### src/rtl/countdown_pkg.sv
// Shared types and constants for the countdown sequencer.
// Holds the FSM state type and the active-low 7-segment glyphs (gfedcba bit order).
// Optional display output is enabled by defining COUNTDOWN_SEG_EN.
package countdown_pkg;

    typedef enum logic [1:0] {
        IDLE  = 2'd0,
        RUN   = 2'd1,
        PAUSE = 2'd2,
        DONE  = 2'd3
    } state_t;

    // Active-low segments, bit 6 = g ... bit 0 = a
    localparam logic [6:0] SEG_0     = 7'h40;
    localparam logic [6:0] SEG_1     = 7'h79;
    localparam logic [6:0] SEG_2     = 7'h24;
    localparam logic [6:0] SEG_3     = 7'h30;
    localparam logic [6:0] SEG_4     = 7'h19;
    localparam logic [6:0] SEG_5     = 7'h12;
    localparam logic [6:0] SEG_6     = 7'h02;
    localparam logic [6:0] SEG_7     = 7'h78;
    localparam logic [6:0] SEG_8     = 7'h00;
    localparam logic [6:0] SEG_9     = 7'h10;
    localparam logic [6:0] SEG_BLANK = 7'h7F;

endpackage

### src/rtl/countdown_sequencer_seg7_decoder.sv
// BCD digit to active-low 7-segment pattern (gfedcba); non-decimal codes blank.
// Latency: purely combinational.
// Backpressure: none, pure function of the input digit.
module seg7_decoder
    import countdown_pkg::*;
(
    input  logic [3:0] digit,
    output logic [6:0] seg
);

    // Map each decimal digit to its glyph, anything else shows blank
    always_comb begin
        seg = SEG_BLANK;
        case (digit)
            4'd0:    seg = SEG_0;
            4'd1:    seg = SEG_1;
            4'd2:    seg = SEG_2;
            4'd3:    seg = SEG_3;
            4'd4:    seg = SEG_4;
            4'd5:    seg = SEG_5;
            4'd6:    seg = SEG_6;
            4'd7:    seg = SEG_7;
            4'd8:    seg = SEG_8;
            4'd9:    seg = SEG_9;
            default: seg = SEG_BLANK;
        endcase
    end

endmodule

### src/rtl/countdown_sequencer.sv
// Start/pause/load sequencer for an N-bit down counter with a built-in prescaler.
// Latency: all outputs registered; start at edge E0 gives done high the cycle after E0+C*PRESCALE.
// Backpressure: none; input priority reset > load > pause > start. COUNTDOWN_SEG_EN adds led1/led2.
module countdown_sequencer
    import countdown_pkg::*;
#(
    parameter int N        = 6,
    parameter int PRESCALE = 4
) (
    input  logic         clk,
    input  logic         reset,
    input  logic [N-1:0] load_val,
    input  logic         load,
    input  logic         start,
    input  logic         pause,
    output logic [N-1:0] count,
    output logic         busy,
    output logic         done
`ifdef COUNTDOWN_SEG_EN
    ,
    output logic [6:0]   led1,
    output logic [6:0]   led2
`endif
);

    localparam int PW = (PRESCALE > 1) ? $clog2(PRESCALE) : 1;
    localparam logic [PW-1:0] PMAX = PW'(PRESCALE - 1);

    state_t         state;
    logic [N-1:0]   reload;
    logic [PW-1:0]  presc;

    // Main sequencer: state, count, prescaler and registered busy/done
    always_ff @(posedge clk) begin
        if (reset) begin
            state  <= IDLE;
            count  <= '1;
            reload <= '1;
            presc  <= '0;
            busy   <= 1'b0;
            done   <= 1'b0;
        end else begin
            done <= 1'b0;
            if (load) begin
                // Load always parks the sequencer in IDLE with a fresh prescaler
                count  <= load_val;
                reload <= load_val;
                presc  <= '0;
                state  <= IDLE;
                busy   <= 1'b0;
            end else if (pause) begin
                // Pause wins over a tick in the same cycle; only meaningful in RUN
                if (state == RUN) begin
                    state <= PAUSE;
                end
            end else begin
                case (state)
                    IDLE: begin
                        if (start) begin
                            if (count == '0) begin
                                state <= DONE;
                                done  <= ~done;
                            end else begin
                                state <= RUN;
                                presc <= '0;
                                busy  <= 1'b1;
                            end
                        end
                    end
                    RUN, PAUSE: begin
                        // A resume edge counts as a running cycle, so each
                        // cycle spent in PAUSE delays expiry by exactly one
                        if (state == RUN || start) begin
                            state <= RUN;
                            busy  <= 1'b1;
                            if (presc == PMAX) begin
                                presc <= '0;
                                if (count != '0) begin
                                    count <= count - N'(1);
                                    if (count == N'(1)) begin
                                        state <= DONE;
                                        busy  <= 1'b0;
                                        done  <= 1'b1;
                                    end
                                end
                            end else begin
                                presc <= presc + PW'(1);
                            end
                        end
                    end
                    DONE: begin
                        if (start) begin
                            if (reload == '0) begin
                                // Re-expire immediately; suppressed if done was
                                // just high so the pulse never lasts two cycles
                                done <= ~done;
                            end else begin
                                count <= reload;
                                presc <= '0;
                                state <= RUN;
                                busy  <= 1'b1;
                            end
                        end
                    end
                    default: begin
                        state <= IDLE;
                        busy  <= 1'b0;
                    end
                endcase
            end
        end
    end

`ifdef COUNTDOWN_SEG_EN
    logic [31:0] cnt_mod;
    logic [3:0]  tens;
    logic [3:0]  units;

    assign cnt_mod = 32'(count) % 32'd100;
    assign tens    = 4'(cnt_mod / 32'd10);
    assign units   = 4'(cnt_mod % 32'd10);

    seg7_decoder u_tens (
        .digit (tens),
        .seg   (led1)
    );

    seg7_decoder u_units (
        .digit (units),
        .seg   (led2)
    );
`endif

endmodule

### config.mk
export PLATFORM = sky130hd
export DESIGN_NAME = countdown_sequencer
export DESIGN_NICKNAME = d
export VERILOG_FILES = /design/src/rtl/countdown_pkg.sv /design/src/rtl/countdown_sequencer_seg7_decoder.sv /design/src/rtl/countdown_sequencer.sv
export SDC_FILE = /design/constraint.sdc
export NUM_CORES = 1
export LEC_CHECK = 0
export CAP_MARGIN = 10
export CORE_ASPECT_RATIO = 0.6
export CORE_UTILIZATION = 46
export CTS_BUF_LIST = sky130_fd_sc_hd__clkbuf_16
export DETAILED_ROUTE_END_ITERATION = 10
export PLACE_DENSITY = 0.74
export SYNTH_ARGS = -nofsm -noshare
export SYNTH_HDL_FRONTEND = slang
export SYNTH_SLANG_ARGS = --single-unit
### constraint.sdc
create_clock -name clk -period 1.7 [get_ports clk]
set_input_delay 0.255 -clock clk [delete_from_list [all_inputs] [get_ports clk]]
set_output_delay 0.255 -clock clk [all_outputs]
set_load 0.02 [all_outputs]
==> reports/qor.tcl <==
set qor(status) {finished, violations left}
set qor(failed_checks) {setup timing}
set qor(critical_path.endpoint_type) {register}
set qor(postLayoutCoreUtil_pct) 70.58
set qor(worst_slew_margin_rel_pct) 69.80
set qor(finalNonFillerCells) 203
set qor(wirelength_um) 2953
set qor(synth_area_leader) {dfxtp_1}
set qor(finalHoldViolCount) 0
set qor(async_flop_share_pct) 0
set qor(maxSlewViolCount) 0
set qor(hold_buffers) 0
set qor(synth_area_leaders) {dfxtp_1 32%, ha_1 9.0%, nand2_1 6.4%, nand2b_1 5.1%, a21oi_1 5.0%}
set qor(area_delta_synth_final_pct) 41.71
set qor(crit_arrival_ns) 1.94
set qor(synth-main-ff-cell) {dfxtp_1}
set qor(path_class) {reg -> reg}
set qor(place.port_buffers) 18
set qor(cts_made_buffers) 3
set qor(std_cell_rows) 13
set qor(report.final.setup_viol) 3
set qor(post-dp-hpwl_um) 2048
set qor(die_y_um) 40.05
set qor(final_cell_mix) {19 x nand2_1, 19 x buf_4, 18 x clkdlybuf4s50_1}
set qor(ctsRootBufferMaster) {clkbuf_16}
set qor(grt_max_degree) 17
set qor(die_width_um) 65.41
set qor(irDropWorstVdd_mv) 0.4688
set qor(vias) 1084
set qor(preCtsSetupSlack_ns) -0.2530
set qor(nNetsFinal) 193
set qor(n_antenna_cell) 0
set qor(min_period_over_period_pct) 103.5
set qor(grt_antenna_before_repair) 0
set qor(post_drt_via_cell_ratio) 5.340
set qor(gp_congestion) 0.8719
set qor(timing.critical_path.required_ns) 1.88
set qor(worst-slew-pin-transition_ns) 0.4495
set qor(fillCellCount) 151
set qor(whs_path_depth) 2
set qor(crit_path_start_kind) {register}
set qor(edff_count_synth) 0
set qor(cts-root-to-sink-buffers) 2
set qor(rsz_0062_raised_after_global_routing) {yes}
set qor(synthesis.nets) 157
set qor(dr.pass1.iters) 4
set qor(syn_avg_cell_area_um2) 8.042
set qor(cts.sinks) 18
set qor(critPathMaxFanout) 4
set qor(clkLatencyLatePin_ns) 0.25
set qor(cts_htree_levels) 1
set qor(total_power_uw) 1144
set qor(floorplan.die_area_um2) 2619
set qor(drt-initial-drc-count) 103
set qor(grt_pass1_vias) 943
set qor(io_pins) 19
set qor(routedWlPerCell_um) 14.55
set qor(r2r.worst_path.cells) 6
set qor(track_usage_pct) 24.87
set qor(worst_setup_hold_path_clk_slew_ns) 0.06
set qor(yosys_warnings) 0
set qor(pwr_density_cell_nw_per_um2) 727.6
set qor(postSynthRegisterBits) 18
set qor(ant_nets) 0
set qor(final_layout_size_suffix_gt1_share_pct) 22.54
set qor(grt_first_pass_wirelength_um) 4505
set qor(max_cap_viol_count) 0
set qor(holdCritPathClass) {reg -> reg}
set qor(syn-instance-count) 138
set qor(timing.final.ws_setup_ns) -0.05896
set qor(final_period_minus_worst_setup_slack_ns) 1.759
set qor(synth_seq_area_share_pct) 32.47
set qor(total_leakage_power_uw) 0.0006365
set qor(netlist_area_um2) 1110
set qor(cts_tree) {built}
set qor(synthDominantCellAreaShare_pct) 32.47
set qor(detail_route.drc_violations) 0
set qor(grt.overflow.total) 0
set qor(worst_clock_skew_ns) 0.004497
set qor(number_of_different_library_cells_in_the_post_synthesis_netlist) 35
set qor(placed_cells) 197
set qor(initial_utilization_pct) 49.80
set qor(max_freq_mhz) 568.5
set qor(floorplan.core_area_um2) 2228
## routing by layer
layer | wire, µm | vias up | GRT usage, % | part of all wire [%]
li1 | - | 554 | - | -
met1 | 1332 | 472 | 31.21 | 45
met2 | 1326 | 47 | 40.72 | 45
met3 | 239 | 11 | 8.239 | 8.1
met4 | 55 | 0 | 9.239 | 1.9
met5 | 0 | - | 0 | 0
## critical path, cell delays in order, from the launching register on
cell	delay (ns)
dfxtp_2	0.34
ha_4	0.19
nor4b_4	0.14
a221oi_4	0.29
o211ai_2	0.13
or4b_1	0.47
a21oi_1	0.13
## registers in the layout (all words and copies together), names as in the netlist
register,count
busy,1
count,6
done,1
presc,2
reload,6
state,2
## per-stage QoR
| stage | setup TNS (ns) | hold WS (ns) | area (µm²) |
|---|---|---|---|
| 2_1_floorplan | -0.1044 | 0.3343 | 1135 |
| 3_5_place_dp | -1.517 | 0.4551 | 1440 |
| 5_1_grt | -0.5860 | 0.4935 | 1573 |
| 6_report | -0.08936 | 0.4750 | 1573 |
| 4_1_cts | -0.1186 | 0.4645 | 1554 |
| 3_3_place_gp | -1.016 | 0.4440 | 1440 |
## logic make-up (layout without fill, tap and decap cells)
| group | Yosys count | after routing | synth area share (%) |
|---|---|---|---|
| flip-flops | 18 | 18 | 32.47 |
| AND/OR/NAND/NOR | 58 | 58 | 27.74 |
| AO/OA/AOI/OAI | 32 | 32 | 19.17 |
| multiplexers | 4 | 4 | 3.608 |
| buffers and inverters | 14 | 49 | 4.848 |
| XOR/XNOR | 4 | 4 | 3.157 |
| adder cells (fa/ha/maj) | 8 | 8 | 9.020 |
## final cells by class
cell class / count / area, µm² / area share, %
sequential: 18 / 362.8 / 23.07
inverter: 8 / 30.03 / 1.909
tap: 30 / 37.54 / 2.387
clock inverter: 1 / 3.754 / 0.2387
multi-input combinational: 106 / 740.7 / 47.10
clock buffer: 3 / 75.07 / 4.773
timing repair buffer: 37 / 322.8 / 20.53
## what timing repair did
action,4_1_cts,5_1_grt
buffers inserted,1,1
resized for setup,4,5
gates cloned,0,0
setup endpoints to repair,7,9
pin swaps,3,5
## final timing paths
path | from | endpoint | slack (ns)
max | state[0]$_SDFFE_PP0P_ | presc[0]$_SDFFE_PP0P_ | -0.06
min | presc[1]$_SDFFE_PP0P_ | presc[1]$_SDFFE_PP0P_ | 0.47
max reg2reg | state[0]$_SDFFE_PP0P_ | presc[0]$_SDFFE_PP0P_ | -0.06
min reg2reg | presc[1]$_SDFFE_PP0P_ | presc[1]$_SDFFE_PP0P_ | 0.47
## cell usage after synthesis, types with 2 or more instances
cell,n
mux2i_1,4
xnor2_1,2
inv_1,7
nand2b_1,9
dfxtp_1,18
o211ai_1,2
nand3_1,4
nor2_1,11
ha_1,8
nand2_1,19
nor3_1,5
a31oi_1,2
o21ai_0,8
o21ai_1,3
clkbuf_1,5
xor2_1,2
a21oi_1,11
## report_power, final
group	leakage, µW	internal, µW	total, µW	switching, µW
combinational	0.000449	105	202	96.2
sequential	0.000149	444	466	22.8
clock	0.0000385	313	476	164
total	0.000637	862	1140	283
Power figures use the tool's default switching activity.
